**src/rtl/word_capture.sv**
```systemverilog
`timescale 1ns/1ps
`default_nettype none
// ============================================================================
//  Module   : word_capture
//  Purpose  : Serial front end for file_handler. Synchronizes sclk/sdata/
//             frame_n into clk, assembles MSB-first 16-bit words, presents
//             each word with a 2-cycle load window and a byte address that
//             advances by 2 per word. Stops after WORD_LIMIT words.
//  Revision : 1.0  initial release
// ============================================================================
module word_capture #(
  parameter logic [15:0] BASE_START = 16'h0000,
  parameter int unsigned WORD_LIMIT = 1024
) (
  input  logic        clk,
  input  logic        RST,
  input  logic        start,
  input  logic        sclk,
  input  logic        sdata,
  input  logic        frame_n,
  output logic [15:0] captured_data,
  output logic [15:0] ramBase,
  output logic        load,
  output logic        busy,
  output logic        done,
  output logic        overrun,
  output logic [15:0] word_count
);

  localparam logic [15:0] c_word_limit = 16'(WORD_LIMIT);

  typedef enum logic [2:0] {
    S_IDLE  = 3'd0,
    S_ARMED = 3'd1,
    S_SHIFT = 3'd2,
    S_EMIT1 = 3'd3,
    S_EMIT2 = 3'd4,
    S_DONE  = 3'd5
  } state_t;

  // synchronizer stages
  logic sclk_meta_q, sclk_s_q, sclk_d_q;
  logic sdata_meta_q, sdata_s_q;
  logic frame_meta_q, frame_s_q;

  // datapath / control registers
  state_t      state_q, state_d;
  logic [15:0] shreg_q, shreg_d;
  logic [3:0]  bit_cnt_q, bit_cnt_d;
  logic [15:0] captured_q, captured_d;
  logic [15:0] ram_base_q, ram_base_d;
  logic [15:0] word_count_q, word_count_d;
  logic        overrun_q, overrun_d;
  logic        load_q, load_d;
  logic        busy_q, busy_d;
  logic        done_q, done_d;

  logic        sclk_rise;
  logic        bit_valid;
  logic [15:0] shreg_next;
  logic [15:0] word_count_inc;

  assign sclk_rise      = sclk_s_q & ~sclk_d_q;
  assign bit_valid      = sclk_rise & ~frame_s_q;
  assign shreg_next     = {shreg_q[14:0], sdata_s_q};
  assign word_count_inc = word_count_q + 16'd1;

  // Two-flop synchronizers plus the edge-detect register on sclk.
  always_ff @(posedge clk or posedge RST) begin
    if (RST) begin
      sclk_meta_q  <= 1'b0;
      sclk_s_q     <= 1'b0;
      sclk_d_q     <= 1'b0;
      sdata_meta_q <= 1'b0;
      sdata_s_q    <= 1'b0;
      frame_meta_q <= 1'b1;
      frame_s_q    <= 1'b1;
    end else begin
      sclk_meta_q  <= sclk;
      sclk_s_q     <= sclk_meta_q;
      sclk_d_q     <= sclk_s_q;
      sdata_meta_q <= sdata;
      sdata_s_q    <= sdata_meta_q;
      frame_meta_q <= frame_n;
      frame_s_q    <= frame_meta_q;
    end
  end

  // Next-state, shifter and emission bookkeeping.
  always_comb begin
    state_d      = state_q;
    shreg_d      = shreg_q;
    bit_cnt_d    = bit_cnt_q;
    captured_d   = captured_q;
    ram_base_d   = ram_base_q;
    word_count_d = word_count_q;
    overrun_d    = overrun_q;

    case (state_q)
      S_IDLE, S_DONE: begin
        if (start) begin
          state_d      = S_ARMED;
          ram_base_d   = BASE_START;
          word_count_d = 16'd0;
          overrun_d    = 1'b0;
          bit_cnt_d    = 4'd0;
        end
      end

      S_ARMED: begin
        if (!frame_s_q) begin
          state_d = S_SHIFT;
        end
      end

      S_SHIFT: begin
        // Frame loss wins over a coincident rise: the bit is not counted.
        if (frame_s_q) begin
          if (bit_cnt_q != 4'd0) begin
            bit_cnt_d = 4'd0;
            state_d   = S_ARMED;
          end
        end else if (sclk_rise) begin
          shreg_d = shreg_next;
          if (bit_cnt_q == 4'd15) begin
            captured_d = shreg_next;
            bit_cnt_d  = 4'd0;
            state_d    = S_EMIT1;
          end else begin
            bit_cnt_d = bit_cnt_q + 4'd1;
          end
        end
      end

      S_EMIT1, S_EMIT2: begin
        // Keep shifting the next word; a word completing now is dropped.
        if (bit_valid) begin
          shreg_d = shreg_next;
          if (bit_cnt_q == 4'd15) begin
            overrun_d = 1'b1;
            bit_cnt_d = 4'd0;
          end else begin
            bit_cnt_d = bit_cnt_q + 4'd1;
          end
        end
        if (state_q == S_EMIT1) begin
          state_d = S_EMIT2;
        end else begin
          ram_base_d   = ram_base_q + 16'd2;
          word_count_d = word_count_inc;
          if (word_count_inc == c_word_limit) begin
            state_d = S_DONE;
          end else if (frame_s_q) begin
            bit_cnt_d = 4'd0;
            state_d   = S_ARMED;
          end else begin
            state_d = S_SHIFT;
          end
        end
      end

      default: state_d = S_IDLE;
    endcase

    load_d = (state_d == S_EMIT1) || (state_d == S_EMIT2);
    busy_d = (state_d != S_IDLE) && (state_d != S_DONE);
    done_d = (state_d == S_DONE);
  end

  // State and registered outputs; async reset forces load low immediately.
  always_ff @(posedge clk or posedge RST) begin
    if (RST) begin
      state_q      <= S_IDLE;
      shreg_q      <= 16'd0;
      bit_cnt_q    <= 4'd0;
      captured_q   <= 16'd0;
      ram_base_q   <= BASE_START;
      word_count_q <= 16'd0;
      overrun_q    <= 1'b0;
      load_q       <= 1'b0;
      busy_q       <= 1'b0;
      done_q       <= 1'b0;
    end else begin
      state_q      <= state_d;
      shreg_q      <= shreg_d;
      bit_cnt_q    <= bit_cnt_d;
      captured_q   <= captured_d;
      ram_base_q   <= ram_base_d;
      word_count_q <= word_count_d;
      overrun_q    <= overrun_d;
      load_q       <= load_d;
      busy_q       <= busy_d;
      done_q       <= done_d;
    end
  end

  assign captured_data = captured_q;
  assign ramBase       = ram_base_q;
  assign load          = load_q;
  assign busy          = busy_q;
  assign done          = done_q;
  assign overrun       = overrun_q;
  assign word_count    = word_count_q;

endmodule
`default_nettype wire
```
**config.mk**
```make
export PLATFORM = sky130hd
export DESIGN_NAME = word_capture
export DESIGN_NICKNAME = d
export VERILOG_FILES = /design/src/rtl/word_capture.sv
export SDC_FILE = /design/constraint.sdc
export NUM_CORES = 1
export LEC_CHECK = 0
export ABC_AREA = 1
export BUFFER_PORTS_ARGS = -buffer_cell sky130_fd_sc_hd__buf_2
export CAP_MARGIN = 15
export CORE_MARGIN = 2
export CORE_UTILIZATION = 57
export CTS_CLUSTER_DIAMETER = 100
export DETAILED_ROUTE_END_ITERATION = 16
export GPL_TIMING_DRIVEN = 1
export HOLD_SLACK_MARGIN = 0.02
export PLACE_DENSITY = 0.88
export REMOVE_ABC_BUFFERS = 1
export SYNTH_ARGS = -nofsm -noshare
export SYNTH_HDL_FRONTEND = slang
export SYNTH_SLANG_ARGS = --single-unit
```
**constraint.sdc**
```tcl
create_clock -name clk -period 2.5 [get_ports clk]
set_input_delay 0.125 -clock clk [delete_from_list [all_inputs] [get_ports clk]]
set_output_delay 0.125 -clock clk [all_outputs]
set_load 0.005 [all_outputs]
```
==> results.cfg, run 1 <==
[synthesis]
syn_inst = 489
synth_adder_area_share_pct = 1.26
yosys_warnings = 0
synth.mux.area_fraction_pct = 0
synth-compound-area-share_pct = 12.3
synth_edf_count = 0
synth.distinct_cells = 42
ys.flop_type = dfrtp_1
synth_top_family_by_area = simple AND/OR/NAND/NOR gates
synth.avg_cell_area_sq_um = 8.12
synthArstFlopShare_pct = 100
synth_seq_cells = 80
seq_area_frac_synth_pct = 50.5
synth_xor_xnor_area_share_pct = 0.882
synthSimpleGateAreaFrac_pct = 27.0
syn_area_sq_um = 3970

[min_path]
worst_hold_path_type = reg2reg
min-delay-start = sclk_meta_q$_DFF_PP0_
holdPathStages = 0

[clock_tree]
clockBufferDepth = 2
path_clk_slew_ns = 0.08
insertion_delay_ns = 0.36
cts-root-buf = clkbuf_8
cts_tree = done
clock_sinks = 80
cts_max_level = 3
cts-buffers-inserted = 9

[grt]
grt_max_degree = 45
use_met3_pct = 4.45
overflow = 0
grt_pass1_vias = 3317
met2_usage_pct = 39.0
gr-usage-all-layers_pct = 24.1
antenna_found_initial = 0
use_met1_pct = 31.5
grt_pass1_wl_um = 14600
grt_busiest_layer = met2

[cells_and_area]
finalNetCount = 561
drive_gt1_share_pct = 18.7
stdcell_count = 636
n_antenna_cell = 0
syn_to_final_growth_pct = 14.8

[power_and_ir_drop]
ir_worst_vdd_mv = 0.525
power_density_nw_per_um2 = 742
total_power_uw = 3380
p_leak_uw = 0.00224

[worst_setup_path]
crit_required_ns = 2.70
rr_worst_depth = 7
cp-startpoint = frame_s_q$_DFF_PP1_
reg2reg_from = frame_s_q$_DFF_PP1_
cp_max_fo = 32
crit_path_start_kind = flop
critPathKind = reg2reg
cp-end-kind = flop
arrival_ns = 2.33

[sta]
tightest_slew_ns = 0.956
fmax_mhz = 471
skew_ns = 0.0147
slew_viol_final = 0
finalSetupViolCount = 0
hold_viol_final = 0
post-route-period-util_pct = 84.9
grt_setup_unrepaired = false
slew_headroom_pct = 36.3
fin_setup_tns_ns = 0
period_minus_slack_ns = 2.12

[drt]
ant_nets = 0
wl_per_cell_um = 13.4
viasPerCell = 5.38
dr.first_iter.drc_count = 208
routed_wirelength_um = 8550
drc = 0
via_count = 3419
firstDrtPassIters = 7

[floorplan]
fp.dieH_um = 87.5
die_w_um = 87.5
coreArea_sq_um = 6760
fp-row-count = 30
ios = 58
dieArea_sq_um = 7650
initial_utilization_pct = 58.8

[placed_design]
dp_hpwl_um = 5880
port_buffers = 56
globalplace.congestion = 0.883
dp_cells = 615

[run_status]
status = completed

[job]
cap_violations = 0
==> power breakdown <==
group / total (uW) / switching (uW) / leakage [uW] / internal [uW]
clock: 886 / 517 / 0.0000904 / 369
combinational: 984 / 683 / 0.00107 / 300
sequential: 1510 / 108 / 0.00108 / 1400
total: 3380 / 1310 / 0.00224 / 2070
==> metal layers <==
metal  vias up  routed length (um)
met4         0                 203
met3        21                 422
met2       100                4240
met5         -                   0
met1      1608                3680
li1       1690                   -
==> cell families after synthesis <==
| family | count (synthesis) |
|---|---|
| AOI/OAI and AO/OA | 88 |
| xor gates and xnor gates | 4 |
| adders and majority gates | 4 |
| buffers and inverters | 83 |
| DFF | 80 |
| other | 1 |
| and+or+nand+nor | 229 |
==> synth_stat cells, types with 2 or more instances <==
| library cell | n | area [sq um] |
|---|---|---|
| nand2_1 | 127 | 477 |
| dfrtp_1 | 78 | 1950 |
| inv_1 | 69 | 259 |
| o21ai_0 | 49 | 245 |
| nor2_1 | 44 | 165 |
| nand3_1 | 19 | 95.1 |
| a21oi_1 | 17 | 85.1 |
| clkbuf_1 | 8 | 30.0 |
| o22ai_1 | 7 | 43.8 |
| nand4_1 | 6 | 37.5 |
| nor3_1 | 6 | 30.0 |
| nand3_2 | 5 | 50.1 |
| ha_1 | 4 | 50.1 |
| nand2_4 | 4 | 45.0 |
| xor2_1 | 4 | 35.0 |
| nor2_2 | 3 | 18.8 |
| nor2_4 | 3 | 33.8 |
| nor4_1 | 3 | 18.8 |
| a22o_1 | 2 | 17.5 |
| a31oi_1 | 2 | 12.5 |
| buf_2 | 2 | 10.0 |
| dfstp_2 | 2 | 52.6 |
| inv_2 | 2 | 7.51 |
| nand3_4 | 2 | 35.0 |
| o21ai_1 | 2 | 10.0 |
| o21ai_2 | 2 | 17.5 |
| o31ai_1 | 2 | 15.0 |
==> flip-flops by register name (all words and copies together) (netlist names) <==
name	count
frame_s_q	1
sdata_s_q	1
word_count	16
overrun	1
sclk_meta_q	1
ramBase	15
bit_cnt_q	4
state_q	3
load	1
sclk_d_q	1
busy	1
captured_data	16
shreg_q	15
sdata_meta_q	1
done	1
frame_meta_q	1
sclk_s_q	1
==> cells in the final DEF, fill, tap and decap left out, types with 2 or more instances in the layout <==
cell	netlist	layout
inv_1	69	68
o31ai_1	2	2
a31oi_1	2	2
dfstp_2	2	2
o22ai_1	7	7
dfrtp_1	78	78
nand3_4	2	2
dlygate4sd3_1	0	5
o21ai_1	2	2
nor4_1	3	3
nor2_4	3	3
o21ai_0	49	49
clkbuf_8	0	9
nor2_2	3	3
o21ai_2	2	2
nand3_1	19	19
nand2_4	4	4
ha_1	4	4
nand2_1	127	127
clkinv_2	0	3
nand4_1	6	6
a22o_1	2	2
nand3_2	5	5
nor2_1	44	44
a21oi_1	17	17
buf_2	2	56
inv_2	2	2
inv_6	0	3
nor3_1	6	5
xor2_1	4	4
==> path summary, 6_finish.rpt <==
check | endpoint | slack [ns]
setup / recovery | captured_data[11]$_DFFE_PP0P_ | 0.38
hold / removal | sclk_s_q$_DFF_PP0_ | 0.35
setup reg to reg | captured_data[11]$_DFFE_PP0P_ | 0.38
hold reg to reg | sclk_s_q$_DFF_PP0_ | 0.35
max in group asynchronous | frame_s_q$_DFF_PP1_ | 1.41
min in group asynchronous | word_count[12]$_DFFE_PP0P_ | 0.38
==> per-stage QoR <==
step / util, % / hold slack [ns] / cell area [sq um] / worst slack [ns]
floorplan: - / 0.129 / 3920 / 0.327
global placement: 64.1 / 0.223 / 4330 / 0.429
detailed placement: 64.1 / 0.231 / 4330 / 0.328
CTS: 67.4 / 0.356 / 4560 / 0.268
global route: 67.5 / 0.362 / 4560 / 0.123
finish: 67.5 / 0.355 / 4560 / 0.377
==> worst max-delay path: stages (launching register included) <==
cell and delay (ns):
dfstp_2 0.59, inv_1 0.10, nand2_1 0.25, nor2_1 0.12, inv_1 0.09, nor2_1 0.07
inv_1 0.59, o21ai_0 0.17
==> final cells by class <==
cell class	count	area, sq um
repair buffers	62	350
clock inverters	7	52.6
inverters	72	274
fillers	548	2200
multi-input cells	326	1660
flip-flops and latches	80	2000
clock buffers	9	124
well taps	80	100
==> what timing repair did <==
action | CTS | global route
setup endpoints to repair | 0 | 1
gates resized for setup | 0 | 1
endpoints found under the hold margin | 40 | 0
hold buffers | 5 | 0
buffers inserted | 0 | 0
Power figures use the tool's default switching activity.
==> run 2, diff against run 1 <==
--- a/config.mk
+++ b/config.mk
@@ -9,12 +9,12 @@
 export BUFFER_PORTS_ARGS = -buffer_cell sky130_fd_sc_hd__buf_2
 export CAP_MARGIN = 15
 export CORE_MARGIN = 2
-export CORE_UTILIZATION = 57
+export CORE_UTILIZATION = 51
 export CTS_CLUSTER_DIAMETER = 100
 export DETAILED_ROUTE_END_ITERATION = 16
 export GPL_TIMING_DRIVEN = 1
 export HOLD_SLACK_MARGIN = 0.02
-export PLACE_DENSITY = 0.88
+export PLACE_DENSITY = 0.83
 export REMOVE_ABC_BUFFERS = 1
 export SYNTH_ARGS = -nofsm -noshare
 export SYNTH_HDL_FRONTEND = slang
==> constraint.sdc (replaced) <==
create_clock -name clk -period 1.8 [get_ports clk]
set_input_delay 0.09 -clock clk [delete_from_list [all_inputs] [get_ports clk]]
set_output_delay 0.09 -clock clk [all_outputs]
set_load 0.005 [all_outputs]
==> run 2 against run 1 <==
Net effect: the flow now finishes with violations (negative setup slack); global-route usage decreased by 2.6 points; combinational power is 81% higher; register-to-register slack lost 0.50 ns; wire length up 5.3%; clock-buffer cell count stayed put; non-clock buffer count increased by 33; sequential power grew 39%; first-iteration DRC count grew 1.9%; power is 52% higher; fmax is 10% higher; critical path type unchanged; critical endpoint is now busy$_DFF_PP0_.
==> results.cfg, run 2 (synthesis results as in run 1) <==
[power_and_ir_drop]
p_leak_uw = 0.00241
power_density_nw_per_um2 = 1020
total_power_uw = 5130
ir_worst_vdd_mv = 0.586

[cells_and_area]
drive_gt1_share_pct = 27.8
n_antenna_cell = 0
finalNetCount = 594
layout_common_cells = nand2_1 (119), dfrtp_1 (74), inv_1 (66), buf_2 (56), o21ai_0 (49)
layout_commonest_cell = nand2_1
final_util_pct = 65.5
stdcell_count = 691
fillers = 643
syn_to_final_growth_pct = 26.1

[sta]
post-route-period-util_pct = 107
skew_ns = 0.0115
fmax_mhz = 520
slew_viol_final = 0
finalSetupViolCount = 7
hold_viol_final = 0
grt_setup_unrepaired = true
fin_setup_tns_ns = -0.468
period_minus_slack_ns = 1.92
finalWorstSetupSlack_ns = -0.122
hold-worst-slack_ns = 0.263
slew_headroom_pct = 62.6
tightest_slew_ns = 0.556

[run_status]
violations = negative setup slack
status = finished, violations left

[placed_design]
port_buffers = 56
globalplace.congestion = 0.853
dp_hpwl_um = 6380
dp_cells = 662

[drt]
viasPerCell = 5.12
dr.first_iter.drc_count = 212
drc = 0
wl_per_cell_um = 13.0
firstDrtPassIters = 6
routed_wirelength_um = 9000
via_count = 3536
ant_nets = 0

[grt]
grt_pass1_vias = 3349
grt_pass1_wl_um = 14800
antenna_found_initial = 0
overflow = 0
gr-usage-all-layers_pct = 21.5
grt_max_degree = 36

[floorplan]
die_w_um = 92.2
dieArea_sq_um = 8510
ios = 58
initial_utilization_pct = 51.9
coreArea_sq_um = 7650
fp-row-count = 32
fp.dieH_um = 92.2

[worst_setup_path]
crit_required_ns = 2.10
reg2reg_from = word_count[0]$_DFFE_PP0P_
rrSetupSlack_ns = -0.12
rr_worst_depth = 13
cp_max_fo = 5
timing.rr.end = busy$_DFF_PP0_
crit_path_start_kind = flop
cp-end-kind = flop
critPathKind = reg2reg
arrival_ns = 2.22

[clock_tree]
insertion_delay_ns = 0.36
cts-root-buf = clkbuf_8
clockBufferDepth = 2
cts_max_level = 3
clock_sinks = 80
cts_tree = done
path_clk_slew_ns = 0.09
cts-buffers-inserted = 9

[min_path]
worst_hold_path_type = in2async

[job]
cap_violations = 0
==> run 2: cell types whose count changed in the layout (fill, tap and decap cells not counted), moves of 3 or more <==
cell	change
buf_4	+31
nand2_1	-8
nand2_2	+8
nor2_1	-7
nand3_4	+5
dfrtp_1	-4
dfrtp_2	+4
nor2_4	+4
nand3_2	-3
nor2_2	+3
==> run 2: worst max path at each step <==
stage                                         start                  endpoint  slack, ns  depth (start not counted)
after floorplan                                 RST  bit_cnt_q[0]$_DFFE_PP0P_      -0.34                          1
after global placement    word_count[3]$_DFFE_PP0P_            busy$_DFF_PP0_       -0.1                         11
after detailed placement  word_count[3]$_DFFE_PP0P_            busy$_DFF_PP0_      -0.12                         11
after CTS                 word_count[1]$_DFFE_PP0P_            busy$_DFF_PP0_      -0.06                         12
after global routing      word_count[1]$_DFFE_PP0P_            busy$_DFF_PP0_      -0.26                         15
final                     word_count[0]$_DFFE_PP0P_            busy$_DFF_PP0_      -0.12                         13
==> run 2: power by group <==
| part | internal (uW) | leakage, uW | switching (uW) |
|---|---|---|---|
| logic | 692 | 0.00125 | 1080 |
| clock network | 527 | 0.0000888 | 721 |
| registers | 1950 | 0.00108 | 152 |
==> run 2: final cells by class <==
cell class | instances | area [sq um] | area share [%]
clock buffers | 9 | 124 | 2.47
inverters | 72 | 274 | 5.47
repair buffers | 95 | 623 | 12.4
multi-input cells | 326 | 1790 | 35.7
well taps | 102 | 128 | 2.55
clock inverters | 7 | 61.3 | 1.22
flip-flops and latches | 80 | 2010 | 40.1
==> run 2: critical path: stages, from the launching register on <==
cell,delay [ns]
dfrtp_1,0.41
buf_4,0.16
inv_1,0.08
nor2_4,0.18
nand2_2,0.11
xor2_1,0.19
nand3_1,0.13
nor2_2,0.11
nand2_2,0.11
nand2_1,0.10
nand2_1,0.07
nand2_2,0.10
nand2_1,0.06
nand2_1,0.05
==> run 2: stage by stage <==
step                setup WS, ns  cell area [sq um]
CTS                      -0.0640               4850
global placement         -0.0972               4570
detailed placement        -0.123               4570
floorplan                 -0.338               3920
finish                    -0.122               5010
global route              -0.258               5010
==> run 2: routing by layer <==
layer / vias up / track usage, % / wire, um
met5: - / 0 / 0
met4: 0 / 8.71 / 168
met3: 14 / 3.53 / 397
met2: 85 / 36.5 / 4460
met1: 1680 / 27.6 / 3970
li1: 1757 / - / -
==> run 2: what timing repair did <==
action	4_1_cts	5_1_grt
setup endpoints to repair	10	34
buffers inserted	0	8
hold buffers	5	0
hold endpoints to repair	27	0
gates cloned	0	0
pin swaps	5	11
gates resized for setup	13	26
